File: src/rtl/multi_cycle_adder.sv
// -----------------------------------------------------------------------------
// multi_cycle_adder
//
// Parametrised multi-cycle adder/subtractor. A WIDTH-bit result is produced one
// CHUNK-bit ripple slice per clock, with the inter-slice carry held in a flop,
// so the combinational path is only CHUNK bits long. WIDTH must be a positive
// multiple of CHUNK; N = WIDTH/CHUNK slices, result after N+1 edges.
//
// Ports
//   clk    in   clock, all state updates on the rising edge
//   rst    in   synchronous active-high reset (priority over start)
//   start  in   request a new operation; honoured only in IDLE or DONE
//   sub    in   0: A+B+CI   1: A-B (A + ~B + 1, CI ignored)
//   A, B   in   WIDTH-bit operands, captured on an accepted start
//   CI     in   carry-in for add mode, captured on an accepted start
//   busy   out  high while slices are being computed
//   done   out  one-cycle pulse when SUM/CO/OFL become valid
//   SUM    out  WIDTH-bit result, stable from done until the next accept
//   CO     out  carry out of the MSB (subtract: 1 = no borrow)
//   OFL    out  two's-complement overflow (carry into MSB xor CO)
// -----------------------------------------------------------------------------
module multi_cycle_adder #(
   parameter int WIDTH = 16,
   parameter int CHUNK = 4
) (
   input  logic             clk,
   input  logic             rst,
   input  logic             start,
   input  logic             sub,
   input  logic [WIDTH-1:0] A,
   input  logic [WIDTH-1:0] B,
   input  logic             CI,
   output logic             busy,
   output logic             done,
   output logic [WIDTH-1:0] SUM,
   output logic             CO,
   output logic             OFL
);

   localparam int N  = WIDTH / CHUNK;
   localparam int KW = (N > 1) ? $clog2(N) : 1;

   typedef enum logic [1:0] {
      ST_IDLE = 2'd0,
      ST_RUN  = 2'd1,
      ST_DONE = 2'd2
   } state_t;

   state_t           state_q, state_d;
   logic [WIDTH-1:0] a_q, a_d;
   logic [WIDTH-1:0] b_q, b_d;
   logic [WIDTH-1:0] sum_q, sum_d;
   logic             carry_q, carry_d;
   logic [KW-1:0]    k_q, k_d;
   logic             co_q, co_d;
   logic             ofl_q, ofl_d;
   logic             busy_q, busy_d;
   logic             done_q, done_d;

   logic [CHUNK:0]   slice_s;
   logic             msb_cin_s;

   // Slice adder: the current slice always sits in the low CHUNK bits of the
   // operand registers, because they are shifted right after every slice.
   always_comb begin
      slice_s   = {1'b0, a_q[CHUNK-1:0]} + {1'b0, b_q[CHUNK-1:0]} + {{CHUNK{1'b0}}, carry_q};
      // Carry into the top bit of the slice; on the last slice this is the
      // carry into the MSB of the full word.
      msb_cin_s = slice_s[CHUNK-1] ^ a_q[CHUNK-1] ^ b_q[CHUNK-1];
   end

   // Next-state and datapath next-values for the IDLE/RUN/DONE sequencer.
   always_comb begin
      state_d = state_q;
      a_d     = a_q;
      b_d     = b_q;
      sum_d   = sum_q;
      carry_d = carry_q;
      k_d     = k_q;
      co_d    = co_q;
      ofl_d   = ofl_q;

      case (state_q)
         ST_IDLE, ST_DONE: begin
            if (start) begin
               // Subtraction is folded into an add: invert B, force carry 1.
               a_d     = A;
               b_d     = sub ? ~B : B;
               carry_d = sub ? 1'b1 : CI;
               sum_d   = {WIDTH{1'b0}};
               k_d     = {KW{1'b0}};
               state_d = ST_RUN;
            end else begin
               state_d = ST_IDLE;
            end
         end
         ST_RUN: begin
            for (int i = 0; i < N; i++) begin
               if (k_q == KW'(i)) begin
                  sum_d[i*CHUNK +: CHUNK] = slice_s[CHUNK-1:0];
               end else begin
                  sum_d[i*CHUNK +: CHUNK] = sum_q[i*CHUNK +: CHUNK];
               end
            end
            a_d     = a_q >> CHUNK;
            b_d     = b_q >> CHUNK;
            carry_d = slice_s[CHUNK];
            if (k_q == KW'(N - 1)) begin
               co_d    = slice_s[CHUNK];
               ofl_d   = msb_cin_s ^ slice_s[CHUNK];
               state_d = ST_DONE;
            end else begin
               k_d     = k_q + KW'(1);
               state_d = ST_RUN;
            end
         end
         default: begin
            state_d = ST_IDLE;
         end
      endcase

      // Status flags are registered from the state being entered so that
      // busy covers exactly the RUN cycles and done exactly the DONE cycle.
      busy_d = (state_d == ST_RUN);
      done_d = (state_d == ST_DONE);
   end

   // All state flops; reset discards any in-flight operation.
   always_ff @(posedge clk) begin
      if (rst) begin
         state_q <= ST_IDLE;
         a_q     <= {WIDTH{1'b0}};
         b_q     <= {WIDTH{1'b0}};
         sum_q   <= {WIDTH{1'b0}};
         carry_q <= 1'b0;
         k_q     <= {KW{1'b0}};
         co_q    <= 1'b0;
         ofl_q   <= 1'b0;
         busy_q  <= 1'b0;
         done_q  <= 1'b0;
      end else begin
         state_q <= state_d;
         a_q     <= a_d;
         b_q     <= b_d;
         sum_q   <= sum_d;
         carry_q <= carry_d;
         k_q     <= k_d;
         co_q    <= co_d;
         ofl_q   <= ofl_d;
         busy_q  <= busy_d;
         done_q  <= done_d;
      end
   end

   assign busy = busy_q;
   assign done = done_q;
   assign SUM  = sum_q;
   assign CO   = co_q;
   assign OFL  = ofl_q;

endmodule

File: config.mk
export PLATFORM = sky130hd
export DESIGN_NAME = multi_cycle_adder
export DESIGN_NICKNAME = d
export VERILOG_FILES = /design/src/rtl/multi_cycle_adder.sv
export SDC_FILE = /design/constraint.sdc
export NUM_CORES = 1
export LEC_CHECK = 0
export BUFFER_PORTS_ARGS = -buffer_cell sky130_fd_sc_hd__buf_2
export CAP_MARGIN = 20
export CORE_ASPECT_RATIO = 0.9
export CORE_MARGIN = 4
export CORE_UTILIZATION = 35
export DETAILED_ROUTE_END_ITERATION = 10
export PLACE_DENSITY = 0.64
export SLEW_MARGIN = 20
export SYNTH_ARGS = -nofsm -noshare
export SYNTH_HDL_FRONTEND = slang
export SYNTH_SLANG_ARGS = --single-unit
File: constraint.sdc
create_clock -name clk -period 6.7 [get_ports clk]
set_clock_uncertainty 0.15 [all_clocks]
set_input_delay 0.67 -clock clk [delete_from_list [all_inputs] [get_ports clk]]
set_output_delay 0.67 -clock clk [all_outputs]
set_load 0.02 [all_outputs]
==> impl_metrics.yaml <==
detailed_routing:
  dr.pass1.iters: 5
  routed_wl_um: 5720
  drtIter0Drc: 114
  wl_per_cell_um: 13.33
  drc: 0
  vias_per_cell: 5.072
  vias: 2176
  ant_nets: 0
worst_setup_path:
  worst_r2r_endpoint: "OFL"
  reg2reg_slack_ns: 4.43
  critPathRequiredTime_ns: 6.78
  reg2reg_from: "a_q[0]"
  worst-path-max-fanout: 4
  reg2reg_depth: 6
  crit_arrival_ns: 2.35
  worstSetupPathType: "flop to flop"
  crit_path_start_kind: "flop"
  cp-end-kind: "flop"
run_status:
  status: "complete, no violations"
clock_tree:
  clock-root-buffer: "clkbuf_8"
  cts_setup_buffers: 0
  cts_buffers: 9
  ctsHoldBuffers: 0
  cts_tree: "yes"
  htree_levels: 3
  clockBufferDepth: 2
  clock_sinks: 57
  clock_latency_ns: 0.33
  post_cts_resized: 0
  clkTransAtPathRegs_ns: 0.06
power:
  combPwrFrac: 0.144
  internal-power_mw: 0.5538
  swShare: 0.2772
  clkPwrFrac: 0.373
  p_leak_nw: 1.206
  p_switching_mw: 0.2124
  powerDensity_nw_per_um2: 255.8
  p_seq_frac: 0.482
  vdd_drop_max_v: 0.0001171
sta:
  fmax_mhz: 440.6
  worstMarginPinSlew_ns: 1.023
  setup_ws_ns: 4.430
  grt_setup_unrepaired: "false"
  slew_headroom: 0.3178
  hold_violations: 0
  min_period_ns: 2.270
  setup_tns_ns: 0
  fin_crit_sh: 0.3388
  setup_viol: 0
  slew_violations: 0
global_routing:
  grtUsageTotal: 0.1427
  antenna_found_initial: 0
  grt_pass1_wl_um: 9591
  grt_max_degree: 58
  grt_overflow_total: 0
  grt_pass1_vias: 1982
floorplan:
  coreArea_um2: 6761
  die_h_um: 88.16
  dieArea_um2: 8556
  die_w_um: 97.06
  io_pins: 57
  start_util: 0.3695
  core.rowCount: 28
synthesis:
  netlist_instances: 286
  netlist_area_um2: 2499
  synth_edf_count: 0
  synth_warnings: 0
  synth_seq_area_share: 0.4567
  ys_seq_elements: 57
  synth.distinct_cells: 33
  syn-mean-instance-area_um2: 8.737
  syn_nets: 332
  synth_ff_type: "dfxtp_1"
  synthArstFlopShare: 0
min_path:
  min_to: "a_q[6]"
  worstHoldStart: "a_q[6]"
  hold_class: "flop to flop"
  worstHoldPathCells: 2
place:
  port_buffers: 56
  dp.final_hpwl_um: 3959
  globalplace.congestion: 0.7347
  dp.cells: 412
  pre_cts_ws_ns: 4.406
finish:
  multi_input_area_um2: 1242
  drive_gt1_frac: 0.2301
  antenna_cells: 0
  utilization: 0.4430
  fill_cells: 695
  seq_area_um2: 1141
  area_growth_pct: 19.88
  fin_cells: 429
  nets: 380
job:
  drv_cap: 0
[placed cells by master (no fill, tap or decap)]
master      netlist  final
nor3b_1           1      1
nand2_2           1      1
a221oi_1         12     12
o211ai_1          1      1
clkinvlp_4        0      2
nand2_1          16     16
a21oi_1          34     34
nand3b_1          1      1
buf_6             1      1
o21ai_0           4      4
a31oi_1           2      2
nand2b_1          2      2
nor3_1            1      1
buf_4             1      2
xnor2_1          13     13
a32o_1            1      1
dfxtp_1          57     57
nor2b_2           0      1
nor2_1           42     42
xor2_1            5      5
a211o_1           1      1
ha_1              7      7
a21o_1            2      2
a22oi_1          20     20
fa_1              2      2
inv_1             3      3
clkinv_2          0      3
or3_1             5      5
and3_1            1      1
buf_2            10     56
and2b_1           1      1
clkbuf_8          0     11
nor2b_1           2      1
nor2_4            1      1
nand3_1          26     26
[per-layer routing]
metal,vias up,GRT usage,wire length [µm]
met4,0,0.04209,18
met3,2,0.06927,395
met5,-,0,0
li1,1109,-,-
met2,65,0.2124,2621
met1,1000,0.1843,2685
[flip-flops by register name (all words and copies together), names as in the netlist, 2 cells and up]
name	flops
SUM	16
a_q	16
b_q	16
k_q	2
state_q	2
[cell usage after synthesis, types with 4 or more instances]
library cell / n / share of area
ha_1: 7 / 0.035
nor2_1: 42 / 0.063
a221oi_1: 12 / 0.042
nand2_1: 16 / 0.024
buf_2: 10 / 0.020
or3_1: 5 / 0.013
xor2_1: 5 / 0.018
nand3_1: 26 / 0.052
xnor2_1: 13 / 0.046
buf_1: 4 / 0.0060
a21oi_1: 34 / 0.068
a22oi_1: 20 / 0.060
clkbuf_1: 6 / 0.0090
dfxtp_1: 57 / 0.46
o21ai_0: 4 / 0.0080
[worst max path at each step]
stage               startpoint       to  slack (ns)  cells after the start
finish                  a_q[0]      OFL        4.43                      6
global route        state_q[0]  SUM[11]        4.29                      5
CTS                     a_q[0]      OFL        4.42                      6
detailed placement       start   b_q[0]        4.41                      5
global placement         start  b_q[13]        4.42                      6
floorplan               a_q[0]      OFL        4.54                      6
[power groups by stage]
stage                     Combinational (mW)  Sequential (mW)  Clock (mW)
after floorplan                       0.0796            0.377           0
after global placement                 0.109            0.376           0
after detailed placement               0.110            0.377           0
after CTS                              0.110            0.370       0.296
after global routing                   0.126            0.372       0.316
final                                  0.110            0.370       0.286
[critical path: stages (launching register included)]
cell,delay (ns)
dfxtp_1,0.33
fa_1,0.46
fa_1,0.42
nand3_1,0.16
nand3_1,0.12
a211o_1,0.28
a32o_1,0.25
[area by class of cell]
class                      count  area share
multi-input combinational    204      0.4148
tap                           90     0.03759
inverter                       3    0.003759
timing repair buffer          59      0.1023
clock buffer                  11     0.05054
sequential                    57      0.3810
clock inverter                 5     0.01003
[cells by family (layout without fill, tap and decap cells)]
family | after synthesis | in the layout | synth area share
fa+ha+maj | 9 | 9 | 0.05108
flops | 57 | 57 | 0.4567
simple gates | 100 | 100 | 0.1823
buf+inv | 25 | 78 | 0.04707
compound gates | 77 | 77 | 0.1998
xor+xnor | 18 | 18 | 0.06309
[through the flow]
step           cell area (µm²)  power [mW]  hold slack [ns]
2_1_floorplan             2499      0.4563           0.2868
3_3_place_gp              2803      0.4852           0.2929
3_5_place_dp              2803      0.4876           0.2970
4_1_cts                   2984      0.7759           0.3059
5_1_grt                   2995      0.8135           0.3256
6_report                  2995      0.7663           0.3055
Power figures use the tool's default switching activity.
